<file path="src/rtl/sap_controller.sv">
// sap_controller: T-state sequencer and instruction decoder for the 8-bit SAP machine.
// Ports:
//   clock, reset (async active-low), run (free-run / single-step), step (pushbutton)
//   opcode   : IR upper nibble, decoded in T4..T6
//   cp, ep, lm_n, ce_n, li_n, ei_n, la_n, ea, su, eu, load_b, load_out : datapath controls
//   clr_n    : reset forwarded to datapath registers
//   t_state  : one-hot T-state (bit0 = T1), zero when halted
//   halted   : set once HLT has executed
module sap_controller (
    input  logic       clock,
    input  logic       reset,
    input  logic       run,
    input  logic       step,
    input  logic [3:0] opcode,
    output logic       cp,
    output logic       ep,
    output logic       lm_n,
    output logic       ce_n,
    output logic       li_n,
    output logic       ei_n,
    output logic       la_n,
    output logic       ea,
    output logic       su,
    output logic       eu,
    output logic       load_b,
    output logic       load_out,
    output logic       clr_n,
    output logic [5:0] t_state,
    output logic       halted
);

    localparam logic [3:0] OP_LDA = 4'b0000;
    localparam logic [3:0] OP_ADD = 4'b0001;
    localparam logic [3:0] OP_SUB = 4'b0010;
    localparam logic [3:0] OP_OUT = 4'b1110;
    localparam logic [3:0] OP_HLT = 4'b1111;

    // One-hot encoding: low six bits are the visible T-state, bit 6 is HALT.
    typedef enum logic [6:0] {
        S_T1   = 7'b0000001,
        S_T2   = 7'b0000010,
        S_T3   = 7'b0000100,
        S_T4   = 7'b0001000,
        S_T5   = 7'b0010000,
        S_T6   = 7'b0100000,
        S_HALT = 7'b1000000
    } state_t;

    state_t state;
    state_t state_nxt;
    logic   step_s1;
    logic   step_s2;
    logic   step_d;
    logic   adv;
    logic   mem_op;

    // Step pushbutton synchronizer plus rising-edge delay flop.
    always_ff @(posedge clock or negedge reset) begin
        if (!reset) begin
            step_s1 <= 1'b0;
            step_s2 <= 1'b0;
            step_d  <= 1'b0;
        end else begin
            step_s1 <= step;
            step_s2 <= step_s1;
            step_d  <= step_s2;
        end
    end

    // Step edges only matter in single-step mode; run=1 advances every clock.
    assign adv    = run | (step_s2 & ~step_d);
    assign mem_op = (opcode == OP_LDA) | (opcode == OP_ADD) | (opcode == OP_SUB);

    assign clr_n   = reset;
    assign t_state = state[5:0];
    assign halted  = state[6];

    // State register
    always_ff @(posedge clock or negedge reset) begin
        if (!reset) begin
            state <= S_T1;
        end else begin
            state <= state_nxt;
        end
    end

    // Next state and control decode; load strobes only fire in cycles that advance.
    always_comb begin
        state_nxt = state;
        cp        = 1'b0;
        ep        = 1'b0;
        lm_n      = 1'b1;
        ce_n      = 1'b1;
        li_n      = 1'b1;
        ei_n      = 1'b1;
        la_n      = 1'b1;
        ea        = 1'b0;
        su        = 1'b0;
        eu        = 1'b0;
        load_b    = 1'b1;
        load_out  = 1'b1;
        // Controls are forced inactive for as long as reset is held.
        if (reset) begin
            case (state)
                S_T1: begin
                    ep   = 1'b1;
                    lm_n = ~adv;
                    if (adv) state_nxt = S_T2;
                end
                S_T2: begin
                    cp = adv;
                    if (adv) state_nxt = S_T3;
                end
                S_T3: begin
                    ce_n = 1'b0;
                    li_n = ~adv;
                    if (adv) state_nxt = S_T4;
                end
                S_T4: begin
                    if (mem_op) begin
                        ei_n = 1'b0;
                        lm_n = ~adv;
                    end else if (opcode == OP_OUT) begin
                        ea       = 1'b1;
                        load_out = ~adv;
                    end
                    if (adv) state_nxt = (opcode == OP_HLT) ? S_HALT : S_T5;
                end
                S_T5: begin
                    if (opcode == OP_LDA) begin
                        ce_n = 1'b0;
                        la_n = ~adv;
                    end else if ((opcode == OP_ADD) || (opcode == OP_SUB)) begin
                        ce_n   = 1'b0;
                        load_b = ~adv;
                    end
                    if (adv) state_nxt = S_T6;
                end
                S_T6: begin
                    if (opcode == OP_ADD) begin
                        eu   = 1'b1;
                        la_n = ~adv;
                    end else if (opcode == OP_SUB) begin
                        su   = 1'b1;
                        eu   = 1'b1;
                        la_n = ~adv;
                    end
                    if (adv) state_nxt = S_T1;
                end
                S_HALT: begin
                    state_nxt = S_HALT;
                end
                default: begin
                    state_nxt = S_T1;
                end
            endcase
        end
    end

endmodule

</file>
<file path="config.mk">
export PLATFORM = sky130hd
export DESIGN_NAME = sap_controller
export DESIGN_NICKNAME = d
export VERILOG_FILES = /design/src/rtl/sap_controller.sv
export SDC_FILE = /design/constraint.sdc
export NUM_CORES = 1
export LEC_CHECK = 0
export CAP_MARGIN = 5
export CORE_MARGIN = 4
export CORE_UTILIZATION = 45
export CTS_BUF_LIST = sky130_fd_sc_hd__clkbuf_4 sky130_fd_sc_hd__clkbuf_8
export DETAILED_ROUTE_END_ITERATION = 7
export PLACE_DENSITY = 0.8
export SLEW_MARGIN = 20
export SYNTH_ARGS = -nofsm -noshare
export SYNTH_HDL_FRONTEND = slang
export SYNTH_SLANG_ARGS = --single-unit
</file>
<file path="constraint.sdc">
create_clock -name clock -period 4.3 [get_ports clock]
set_input_delay 0.86 -clock clock [delete_from_list [all_inputs] [get_ports clock]]
set_output_delay 0.86 -clock clock [all_outputs]
set_load 0.02 [all_outputs]
</file>
==> impl_metrics.py <==
metrics = {
    "outcome": {
        "status": "finished clean",
    },
    "placed_design": {
        "gp_congestion": 0.902,
        "dpl.cell_count": 132,
        "dp_hpwl_um": 1650,
        "place_area_um2": 1020,
        "portBuffers": 27,
    },
    "floorplanning": {
        "die_y_um": 48.8,
        "dieArea_um2": 2380,
        "core_area_um2": 1540,
        "floorplan.initialDensity_pct": 48.6,
        "rows": 14,
        "io_pins": 28,
        "die_w_um": 48.8,
    },
    "cells_and_area": {
        "multi_input_area_um2": 448,
        "n_antenna_cell": 0,
        "area_delta_synth_final_pct": 40.4,
        "nets": 129,
        "final_util_pct": 68.3,
        "stdcell_count": 136,
        "design_area_um2": 1050,
        "drive_gt1_share_pct": 8.33,
        "register_area_um2": 251,
        "fillers": 133,
    },
    "sta": {
        "slew_headroom_pct": 69.3,
        "fmax_mhz": 271,
        "finalHoldViolCount": 0,
        "tns_ns": 0,
        "skew_ns": 0.00852,
        "min_period_ns": 3.68,
        "worst_pin_slew_ns": 0.453,
        "setup_violations": 0,
        "post-route-period-util_pct": 85.7,
        "slew_violations": 0,
        "rsz0062_at_grt": "false",
    },
    "grt": {
        "antenna_found_initial": 0,
        "grtUsageTotal_pct": 18.3,
        "grt_max_degree": 15,
        "grt_pass1_vias": 754,
        "grt_pass1_wl_um": 3570,
        "overflow": 0,
    },
    "routing": {
        "vias_per_cell": 6.05,
        "vias": 823,
        "drc": 0,
        "antenna_left": 0,
        "first_pass_iters": 4,
        "wire_per_inst_um": 16.3,
        "finalWirelength_um": 2220,
        "drt-initial-drc-count": 51,
    },
    "logic_synthesis": {
        "synthFlopType": "dfrtp_1",
        "synthDistinctLibCells": 39,
        "avgSynthCellArea_um2": 7.97,
        "yosys.area.top_type_share_pct": 30.1,
        "muxShareOfSynthArea_pct": 0,
        "yosysWarnings": 0,
        "synth_top_cells_by_count": "nor2_1, dfrtp_1, nand2_1",
        "ys_seq_area_share_pct": 33.6,
        "synth_most_common_cell": "nor2_1",
        "synth_xor_area_share_pct": 3.51,
        "synth_compound_area_share_pct": 19.9,
        "ys_ff_latch": 10,
        "syn_nets": 102,
        "synth_top_family_by_area": "simple AND/OR/NAND/NOR gates",
        "synth.top_cells.by_area": "dfrtp_1, nor2_1, nand2_1",
        "synthArstFlopShare_pct": 100,
        "yosysTopAreaCell": "dfrtp_1",
        "synth-adder-area-share_pct": 0,
        "yosys.area_share.simple_pct": 36.4,
        "syn_inst": 94,
        "synth_edf_count": 0,
        "synthesis.area_um2": 749,
    },
    "critical_path": {
        "worst_setup_path_start_kind": "input port",
        "cp-end-kind": "primary output",
        "crit_type": "in -> out",
        "critPathArrivalTime_ns": 2.82,
        "cp.required_ns": 3.44,
        "cp_max_fo": 8,
    },
    "power": {
        "leakage_nw": 0.419,
        "seqPwrFrac_pct": 33.2,
        "powerDensity_nw_per_um2": 442,
        "peakVddDrop_mv": 0.370,
        "clkPwrFrac_pct": 18.4,
        "pwr-share-comb_pct": 48.4,
        "switching_share_pct": 42.2,
        "p_switching_mw": 0.196,
        "intPower_mw": 0.269,
        "finalPower_mw": 0.465,
    },
    "hold_path": {
        "hp-class": "reg -> reg",
    },
    "cts": {
        "post-cts-setup-buffer-count": 0,
        "clk_latency_ns": 0.27,
        "htreeDepth": 1,
        "post_cts_resized": 0,
        "tritoncts": "done",
        "cts_made_buffers": 3,
        "cts_root_buf": "clkbuf_4",
        "clock_path_buffers": 2,
        "hold_buffers": 0,
        "clock_sinks": 10,
        "clk_pin_slew_ns": 0.06,
    },
    "job": {
        "max_cap_viol_count": 0,
    },
}
[layout make-up]
cell class / count / area share [%]
tap: 16 / 1.90
timing repair buffer: 29 / 27.1
inverter: 3 / 1.07
sequential: 10 / 23.9
clock buffer: 4 / 3.45
multi-input combinational: 74 / 42.6
[registers in the layout, summed over array words and instances, names as in the netlist]
register,flops
state,7
step_d,1
step_s1,1
step_s2,1
[logic make-up after synthesis]
group,after synthesis
AOI/OAI and AO/OA,22
xor gates and xnor gates,3
buffers and inverters,10
DFF,10
and+or+nand+nor,49
[power by group through the flow]
stage                     clock [mW]  combinational [mW]  sequential, mW
after floorplan                    0               0.142           0.145
after global placement             0               0.217           0.151
after detailed placement           0               0.219           0.153
after CTS                     0.0863               0.222           0.152
after global routing          0.0917               0.243           0.157
final                         0.0858               0.225           0.154
[per-stage QoR]
stage	setup WS (ns)	hold WS, ns
after floorplan	1.48	0.331
after global placement	0.687	0.344
after detailed placement	0.611	0.347
after CTS	0.607	0.371
after global routing	0.502	0.393
final	0.615	0.365
[path summary, 6_finish.rpt]
path,startpoint,to,slack [ns],depth (start not counted)
worst max-delay path,reset,cp,0.62,5
worst min-delay path,step_s1,step_s2,0.36,0
worst max register to register,state[4],state[0],2.37,5
worst min register to register,step_s1,step_s2,0.36,0
max in group asynchronous,reset,state[0],2.92,2
min in group asynchronous,reset,state[1],0.84,1
[cells in the final DEF, fill, tap and decap left out, drive strengths merged, types with 4 or more instances in the layout]
master / count
nand3: 6
o21ai: 6
dfrtp: 9
clkdlybuf4s50: 27
nand2: 9
clkbuf: 4
nor2: 11
[routing by layer]
| metal | track usage (%) | part of all wire (%) |
|---|---|---|
| met1 | 26.2 | 45 |
| met2 | 29.3 | 47 |
| met3 | 2.75 | 6.3 |
| met4 | 3.59 | 0.95 |
| met5 | 0 | 0 |
[critical path, stage by stage]
cell	delay (ns)
clkdlybuf4s50_1	0.64
o21ai_1	0.11
buf_4	0.18
nor4_1	0.35
clkdlybuf4s50_1	0.68
No activity file was read; power rests on OpenSTA's default activity.
